$ cat src/rtl/dtrig_dac_sched.sv
// dtrig_dac_sched
//   Schedules L0 digital-trigger threshold writes from the host command path and the
//   rate-feedback loop onto the single serial DAC link. Keeps an 8-bit shadow threshold
//   per channel, serialises 16-bit DAC frames MSB first, closes every write burst with
//   one DAC update frame and runs an automatic init sequence after reset or on reinit.
//
//   Optional build macro DTRIG_DAC_DEDUP_EN: a request whose value already matches the
//   shadow of a valid channel is acknowledged without sending a frame.
//
// Ports
//   clk, rst_n             system clock, asynchronous active-low reset
//   host_req/ch/val/ack    host write request (held until ack), one-cycle ack pulse
//   fb_req/ch/val/ack      feedback write request (held until ack), one-cycle ack pulse
//   reinit                 pulse: rerun the full init sequence
//   sc_en, sc_clk, sc_din  DAC chip select (active low), serial clock, serial data
//   busy                   frame in flight or pending, or init not yet complete
//   init_done              high once the init sequence has completed
//   bad_ch                 one-cycle pulse when an accepted request targets ch >= NCH
//   thr_shadow             packed shadow thresholds, ch0 in [7:0]
module dtrig_dac_sched #(
    parameter int unsigned NCH      = 7,
    parameter int unsigned SCLK_DIV = 1,
    parameter int unsigned CS_GAP   = 2,
    parameter logic [7:0]  DEF_THR  = 8'd100
) (
    input  logic             clk,
    input  logic             rst_n,
    input  logic             host_req,
    input  logic [2:0]       host_ch,
    input  logic [7:0]       host_val,
    output logic             host_ack,
    input  logic             fb_req,
    input  logic [2:0]       fb_ch,
    input  logic [7:0]       fb_val,
    output logic             fb_ack,
    input  logic             reinit,
    output logic             sc_en,
    output logic             sc_clk,
    output logic             sc_din,
    output logic             busy,
    output logic             init_done,
    output logic             bad_ch,
    output logic [8*NCH-1:0] thr_shadow
);

    localparam int unsigned IdxW = $clog2(NCH + 2);
    localparam int unsigned DivW = $clog2(SCLK_DIV + 1);
    localparam int unsigned GapW = $clog2(CS_GAP + 1);

    localparam logic [15:0] FrmPowerDown = 16'hD080;
    localparam logic [15:0] FrmUpdate    = 16'hA07F;

    typedef enum logic [2:0] {StInitQ, StIdle, StLoad, StShift, StGap} state_e;

    state_e          state_q, state_d;
    logic [15:0]     sh_q, sh_d;
    logic [3:0]      bit_q, bit_d;
    logic [DivW-1:0] div_q, div_d;
    logic            phase_q, phase_d;
    logic [GapW-1:0] gap_q, gap_d;
    logic [IdxW-1:0] idx_q, idx_d;
    logic            init_done_q, init_done_d;
    logic            reinit_pend_q, reinit_pend_d;
    logic            pend_upd_q, pend_upd_d;
    logic            rr_q, rr_d;
    logic [7:0]      shadow_q [NCH];
    logic [7:0]      shadow_d [NCH];
    logic            sc_en_q, sc_clk_q, sc_din_q, busy_q;

    logic            grant_fb, any_req, g_bad, g_same;
    logic [2:0]      g_ch;
    logic [7:0]      g_val;
    logic            decide, load_init, in_frame_d;
    logic [7:0]      init_val;
    logic [15:0]     init_frame;

    // Round-robin: rr_q=1 means fb wins a tie (host was granted last).
    assign any_req  = host_req | fb_req;
    assign grant_fb = fb_req & (~host_req | rr_q);
    assign g_ch     = grant_fb ? fb_ch : host_ch;
    assign g_val    = grant_fb ? fb_val : host_val;
    assign g_bad    = (32'(g_ch) >= NCH);

`ifdef DTRIG_DAC_DEDUP_EN
    logic [7:0] g_cur;
    always_comb begin
        g_cur = DEF_THR;
        for (int unsigned i = 0; i < NCH; i++) begin
            if (32'(g_ch) == i) g_cur = shadow_q[i];
        end
    end
    assign g_same = (g_val == g_cur);
`else
    assign g_same = 1'b0;
`endif

    // Init sequence: data frames ch0..NCH-1 from shadow, then power-down, then update.
    always_comb begin
        init_val = DEF_THR;
        for (int unsigned i = 0; i < NCH; i++) begin
            if (32'(idx_q) == i) init_val = shadow_q[i];
        end
        if (32'(idx_q) < NCH) begin
            init_frame = {4'(idx_q), init_val, 4'h0};
        end else if (32'(idx_q) == NCH) begin
            init_frame = FrmPowerDown;
        end else begin
            init_frame = FrmUpdate;
        end
    end

    always_comb begin
        state_d       = state_q;
        sh_d          = sh_q;
        bit_d         = bit_q;
        div_d         = div_q;
        phase_d       = phase_q;
        gap_d         = gap_q;
        idx_d         = idx_q;
        init_done_d   = init_done_q;
        reinit_pend_d = reinit_pend_q | reinit;
        pend_upd_d    = pend_upd_q;
        rr_d          = rr_q;
        shadow_d      = shadow_q;
        host_ack      = 1'b0;
        fb_ack        = 1'b0;
        bad_ch        = 1'b0;
        decide        = 1'b0;
        load_init     = 1'b0;

        unique case (state_q)
            StInitQ: begin
                reinit_pend_d = 1'b0;
                load_init     = 1'b1;
            end
            StIdle: decide = 1'b1;
            StLoad: begin
                state_d = StShift;
                bit_d   = 4'd0;
                div_d   = '0;
                phase_d = 1'b0;
            end
            StShift: begin
                if (div_q == DivW'(SCLK_DIV - 1)) begin
                    div_d = '0;
                    if (!phase_q) begin
                        phase_d = 1'b1;
                    end else if (bit_q == 4'd15) begin
                        // End of the 16th high phase: release chip select.
                        state_d = StGap;
                        gap_d   = '0;
                        if (!init_done_q && (32'(idx_q) == NCH + 2)) init_done_d = 1'b1;
                    end else begin
                        // Data advances on the falling sc_clk edge.
                        bit_d   = bit_q + 4'd1;
                        phase_d = 1'b0;
                        sh_d    = {sh_q[14:0], 1'b0};
                    end
                end else begin
                    div_d = div_q + DivW'(1);
                end
            end
            StGap: begin
                if (gap_q == GapW'(CS_GAP - 1)) begin
                    decide = 1'b1;
                end else begin
                    gap_d = gap_q + GapW'(1);
                end
            end
            default: state_d = StIdle;
        endcase

        if (decide) begin
            state_d = StIdle;
            if (reinit_pend_q || reinit) begin
                reinit_pend_d = 1'b0;
                init_done_d   = 1'b0;
                idx_d         = '0;
                state_d       = StInitQ;
            end else if (!init_done_q) begin
                load_init = 1'b1;
            end else if (any_req) begin
                host_ack = ~grant_fb;
                fb_ack   = grant_fb;
                rr_d     = ~grant_fb;
                if (g_bad) begin
                    bad_ch = 1'b1;
                end else if (!g_same) begin
                    for (int unsigned i = 0; i < NCH; i++) begin
                        if (32'(g_ch) == i) shadow_d[i] = g_val;
                    end
                    sh_d       = {1'b0, g_ch, g_val, 4'h0};
                    pend_upd_d = 1'b1;
                    state_d    = StLoad;
                end
            end else if (pend_upd_q) begin
                sh_d       = FrmUpdate;
                pend_upd_d = 1'b0;
                state_d    = StLoad;
            end
        end

        if (load_init) begin
            sh_d    = init_frame;
            idx_d   = idx_q + IdxW'(1);
            state_d = StLoad;
            // The init update frame also covers any burst still awaiting its update.
            if (32'(idx_q) == NCH + 1) pend_upd_d = 1'b0;
        end
    end

    assign in_frame_d = (state_d == StLoad) || (state_d == StShift);

    always_ff @(posedge clk or negedge rst_n) begin
        if (!rst_n) begin
            state_q       <= StInitQ;
            sh_q          <= '0;
            bit_q         <= '0;
            div_q         <= '0;
            phase_q       <= 1'b0;
            gap_q         <= '0;
            idx_q         <= '0;
            init_done_q   <= 1'b0;
            reinit_pend_q <= 1'b0;
            pend_upd_q    <= 1'b0;
            rr_q          <= 1'b0;
            for (int unsigned i = 0; i < NCH; i++) shadow_q[i] <= DEF_THR;
            sc_en_q       <= 1'b1;
            sc_clk_q      <= 1'b0;
            sc_din_q      <= 1'b0;
            busy_q        <= 1'b0;
        end else begin
            state_q       <= state_d;
            sh_q          <= sh_d;
            bit_q         <= bit_d;
            div_q         <= div_d;
            phase_q       <= phase_d;
            gap_q         <= gap_d;
            idx_q         <= idx_d;
            init_done_q   <= init_done_d;
            reinit_pend_q <= reinit_pend_d;
            pend_upd_q    <= pend_upd_d;
            rr_q          <= rr_d;
            shadow_q      <= shadow_d;
            // Pin drivers come straight from flops so sc_clk/sc_en cannot glitch.
            sc_en_q       <= ~in_frame_d;
            sc_clk_q      <= (state_d == StShift) & phase_d;
            sc_din_q      <= in_frame_d & sh_d[15];
            busy_q        <= (state_d != StIdle) | pend_upd_d | ~init_done_d;
        end
    end

    always_comb begin
        thr_shadow = '0;
        for (int unsigned i = 0; i < NCH; i++) thr_shadow[8*i +: 8] = shadow_q[i];
    end

    assign sc_en     = sc_en_q;
    assign sc_clk    = sc_clk_q;
    assign sc_din    = sc_din_q;
    assign busy      = busy_q;
    assign init_done = init_done_q;

endmodule

$ cat config.mk
export PLATFORM = sky130hd
export DESIGN_NAME = dtrig_dac_sched
export DESIGN_NICKNAME = d
export VERILOG_FILES = /design/src/rtl/dtrig_dac_sched.sv
export SDC_FILE = /design/constraint.sdc
export NUM_CORES = 1
export LEC_CHECK = 0
export ABC_AREA = 1
export BUFFER_PORTS_ARGS = -buffer_cell sky130_fd_sc_hd__buf_2
export CORE_UTILIZATION = 43
export CTS_CLUSTER_SIZE = 20
export DETAILED_ROUTE_END_ITERATION = 8
export PLACE_DENSITY_LB_ADDON = 0.2
export SYNTH_ARGS = -nofsm -noshare
export SYNTH_HDL_FRONTEND = slang
export SYNTH_SLANG_ARGS = --single-unit
$ cat constraint.sdc
create_clock -name clk -period 1.81 [get_ports clk]
set_input_delay 0.4525 -clock clk [delete_from_list [all_inputs] [get_ports clk]]
set_output_delay 0.4525 -clock clk [all_outputs]
set_load 0.01 [all_outputs]
After elaboration in Yosys (flattened, before gate mapping)

Cells that the tools add are included.

Output and inout port bits: 64
Flip-flop bits (word level): 95

Multiplexer cells: 87
Order comparisons: 2
Add/sub/neg operators: 4
Equal/unequal tests: 29
Reduce and logical (&&, ||, !) cells: 23
Bitwise gates (word level): 14

Operators by type and width:

| cell                                                                   | count |
|---|---|
| 16-bit 2-to-1 mux                                                      | 12 |
| 8-bit 2-to-1 mux                                                       | 8 |
| 6-bit AND reduction                                                    | 7 |
| 1-bit 2-to-1 mux                                                       | 39 |
| 3-bit 2-to-1 mux                                                       | 9 |
| 4-bit 2-to-1 mux                                                       | 6 |
| 3-bit by 2-bit equality test with 1-bit output (second input constant) | 6 |
| 4-bit by 3-bit equality test with 1-bit output (second input constant) | 4 |
| 15-bit 2-to-1 mux                                                      | 1 |
| 3-bit equality test (second input constant)                            | 4 |
| 4-bit equality test (second input constant)                            | 3 |
| 2-bit 2-to-1 mux                                                       | 6 |
| 2-bit != test (second input constant)                                  | 5 |
| 3-bit one-hot mux with 3 select lines                                  | 1 |
| 4-bit by 1-bit adder with 4-bit output (second input constant)         | 2 |
| 4-bit by 2-bit equality test with 1-bit output (second input constant) | 2 |
| 4-bit one-hot mux with 2 select lines                                  | 1 |
| 4-bit AND reduction                                                    | 2 |
| 2-bit nonzero test                                                     | 4 |
| 3-bit by 1-bit equality test with 1-bit output (second input constant) | 2 |
| 3-bit logical NOT                                                      | 2 |
| 1-bit inverter                                                         | 6 |
| 1-bit one-hot mux with 2 select lines                                  | 3 |
| 1-bit bitwise OR                                                       | 5 |
| other kinds (16)                                                       | 19 |

Depth between registers and ports, before layout

Word-level depth: 14
Gate-level depth with buffers: 14
Depth with buffers taken out: 13

Worst setup path before layout

OpenSTA, ideal clock, no wires.

Kind: input-to-output
Start point: in host_req
End point: out bad_ch
Arrival: 1.264 ns
Path slack: 0.093 ns
Path buffers: 0
Stages on the path: 7
Data required time: 1.357 ns
Cells stage by stage: nand2_2 > nand2_2 > nand2_1 > nand2_2 > nor2_4 > nand2_2 > nor2_1

Longest elaborated chain between the ends: 10
Elaborated cells on any way between the ends: 11

Ends and longest elaborated chain:

| element             | line | text |
|---|---|---|
| from (decl)         | 28   | `input logic host_req,` |
| 1-bit inverter      | 79   | `assign grant_fb = fb_req & (~host_req \| rr_q);` |
| 1-bit bitwise OR    | 79   |  |
| 1-bit bitwise AND   | 79   |  |
| 3-bit 2-to-1 mux    | 80   | `assign g_ch = grant_fb ? fb_ch : host_ch;` |
| 3-bit >= comparator | 82   | `assign g_bad = (32'(g_ch) >= NCH);` |
| 1-bit 2-to-1 mux    | 186  | `if (g_bad) begin` |
| 1-bit 2-to-1 mux *  | 182  | `end else if (any_req) begin` |
| 1-bit 2-to-1 mux *  | 180  | `end else if (!init_done_q) begin` |
| 1-bit 2-to-1 mux *  | 175  | `if (reinit_pend_q \|\| reinit) begin` |
| 1-bit 2-to-1 mux *  | 173  | `if (decide) begin` |
| to (decl)           | 42   | `output logic bad_ch,` |

Mark *: on every way between the ends. The rest lies on a longest branch, timed or not.

Final worst setup path

Start point: reg state_q[1]
End point: out host_ack

Longest elaborated chain between the ends: 3
Elaborated cells on any way between the ends: 4

Ends and longest elaborated chain:

| element                                                                                      | line | text |
|---|---|---|
| from (decl)                                                                                  | 55   | `state_e state_q, state_d;` |
| from (signal assigned)                                                                       | 216  | `state_q <= StInitQ;` |
| from (signal assigned)                                                                       | 233  | `state_q <= state_d;` |
| 3-bit equality test / 3-bit by 1-bit equality test with 1-bit output (equally long branches) | 131  | `unique case (state_q)` |
| 1-bit one-hot mux with 2 select lines *                                                      | 131  |  |
| 1-bit 2-to-1 mux *                                                                           | 173  |  |
| to (decl)                                                                                    | 31   | `output logic host_ack,` |

Marked as above.

==> results.cfg <==
[run_status]
status = finished, violations left
violations = DRC, setup timing

[logic_synthesis]
syn_avg_cell_area_um2 = 7.64
ys_seq_area_frac = 0.457
synth_edf_count = 0
ys.warnings.count = 0
syn-num-nets = 715
async_flop_share = 1.00
synth_common_cells = 218 x nand2_1, 72 x dfrtp_1, 71 x inv_1
yosys-top-cells-area = dfrtp_1 35%, nand2_1 16%, dfstp_2 11%
yosysMostFrequentCell = nand2_1
synth_cells = 682
synth_area_mm2 = 0.00521
synth_top_area_cell = dfrtp_1
synth-main-ff-cell = dfrtp_1
synth_top_area_frac = 0.346
synth_cell_types = 39
ys_seq_elements = 94

[sta]
rsz0062_at_grt = true
skew_ns = 0.00995
relSlewSlack = 0.636
period_needed_ns = 2.03
setup_ws_ns = -0.216
setup_viol = 4
maxSlewViolCount = 0
fin_crit_sh = 1.12
tns_ns = -0.556
hold_violations = 0
tightest_slew_ns = 0.546
fmax_ghz = 0.494

[critical_path]
arrival_ns = 1.57
crit_buf_inv = 2
critical_path_class = reg2out
cpPeakStageDelay_ns = 0.42
slowest_stage = dfrtp_1
crit_chain = nor2_4 -> nand3_4 -> nand2_4 -> nand2_4 -> nor2_8 -> inv_4 -> nor2_4 -> buf_6
critPathTopFamily = simple AND/OR/NAND/NOR gates
worstPathRequired_ns = 1.36
path_max_fanout = 3
endpoint_kind = primary output
cp-start-kind = flop

[global_routing]
grt_max_degree = 95
grt_pass1_vias = 4864
antenna_found_initial = 0
grt_overflow = 0
grt_pass1_wl_um = 24000
grt_use_total = 0.248

[run]
max_cap_violations = 0

[floorplanning]
core_area_mm2 = 0.0116
die_area_mm2 = 0.0126
die_x_um = 112
start_util = 0.448
die_height_um = 112
ios = 91
rows = 39

[final_layout]
final_util = 0.584
antennaDiodeCount = 0
fin_nets = 862
drive_gt1_frac = 0.329
area_growth_pct = 30.3

[detailed_routing]
wl_met2_um = 7430
wl_per_cell_um = 15.5
vias = 4969
avgViaCountPerCell = 5.09
met3WireLength_um = 708
dr.pass1.iters = 7
wl_met1_um = 6650
top_layer_used = met4
route.detailed.drc = 2
wl_um = 15100
ant_nets = 0
drtIter0Drc = 289

[clock_tree]
cts_made_buffers = 9
path_clk_slew_ns = 0.07
cts_hold_buffers = 0
cts.sinks = 94
root_buffer = clkbuf_16
clock_path_buffers = 2
cts_tree = done
worstSkewPairLatency_ns = 0.36
h-tree-depth = 3

[place]
hpwl_um = 10600
io_buffers = 90
place.gp.congestion = 0.841

[hold_path]
hold_class = in2async

[power_and_ir_drop]
irDropWorstVdd_mv = 0.670
p_per_area_mw_per_mm2 = 631
leakagePower_uw = 0.00366
## final cells by class
type | instances | area, µm²
fill | 1069 | 4830
multi-input combinational | 492 | 2620
sequential | 94 | 2380
timing repair buffer | 157 | 1020
inverter | 75 | 289
clock buffer | 9 | 225
tap | 143 | 179
clock inverter | 7 | 63.8
## metal layers
metal  up-vias  global-route usage
met3        20              0.0572
met1      2349               0.315
li1       2465                   -
met4         0              0.0889
met5         -                   0
met2       135               0.414
## where the power goes
part	leakage, µW	switching, µW	internal (µW)
clock	0.000136	919	963
sequential	0.00117	0.00137	2100
combinational	0.00235	191	102
total	0.00366	1110	3170
## per-stage QoR
stage	hold WS, ns	total power, µW	worst slack [ns]	cell area [µm²]	std cells
2_1_floorplan	0.157	2220	0.0932	5210	682
3_3_place_gp	0.469	2410	-0.0810	6140	944
3_5_place_dp	0.472	2410	-0.117	6140	944
4_1_cts	0.166	4290	-0.229	6600	971
5_1_grt	0.137	4410	-0.277	6780	977
6_report	0.0914	4280	-0.216	6780	977
## worst reg2reg max path, stage by stage, from the launching register on
cell,delay (ns)
dfrtp_1,0.42
nor2_4,0.17
nand3_4,0.10
nand2_4,0.10
nand2_4,0.07
nor2_8,0.10
buf_4,0.25
nand4_2,0.13
buf_4,0.21
o21ai_0,0.18
## registers in the layout, indices dropped and copies added (netlist names)
signal,count
sh_q,16
pend_upd_q,1
state_q,3
sc_clk,1
phase_q,1
sc_en,1
idx_q,4
gap_q,2
sc_din,1
bit_q,4
reinit_pend_q,1
rr_q,1
busy,1
init_done,1
thr_shadow,56
## worst paths after layout
check,to,startpoint,slack [ns],cells after the start
max,host_ack,state_q[1],-0.22,8
max reg2reg,thr_shadow[42],state_q[1],0,9
max in group asynchronous,idx_q[2],rst_n,1.23,2
min reg2reg,thr_shadow[37],thr_shadow[37],0.49,2
min,reinit_pend_q,rst_n,0.09,2
min in group clk,thr_shadow[37],thr_shadow[37],0.49,2
## placed cells by master, fill, tap and decap left out, types with 5 or more instances in the layout
| cell type | n |
|---|---|
| nand2_1 | 210 |
| buf_2 | 88 |
| dfrtp_1 | 71 |
| inv_1 | 65 |
| buf_4 | 61 |
| nand3_1 | 57 |
| nor2_1 | 48 |
| o21ai_1 | 43 |
| o21ai_0 | 29 |
| dfstp_2 | 22 |
| nand2_4 | 10 |
| or2_2 | 10 |
| clkbuf_16 | 9 |
| nor2_4 | 8 |
| nand2_2 | 8 |
| inv_2 | 7 |
| nor2_2 | 6 |
| o21ai_2 | 6 |
| nand3b_1 | 5 |
| a21oi_1 | 5 |
| mux2i_1 | 5 |
## cells by family (layout without fill, tap and decap cells)
family,after synthesis,after routing,synth area share
AO/OA/AOI/OAI,94,94,0.0985
flip-flops,94,94,0.457
multiplexers,6,6,0.0115
XOR/XNOR,2,2,0.00336
buffers and inverters,98,248,0.0805
adder cells (fa/ha/maj),6,6,0.0144
AND/OR/NAND/NOR,382,384,0.335
## repair_timing
action | 4_1_cts | 5_1_grt
endpoints found under the hold margin | 0 | 0
cloned | 0 | 2
pin swaps | 8 | 12
buffers inserted | 11 | 6
setup endpoints to repair | 8 | 53
gates resized for setup | 23 | 38
Note: power is estimated with default switching activity, not from simulation.
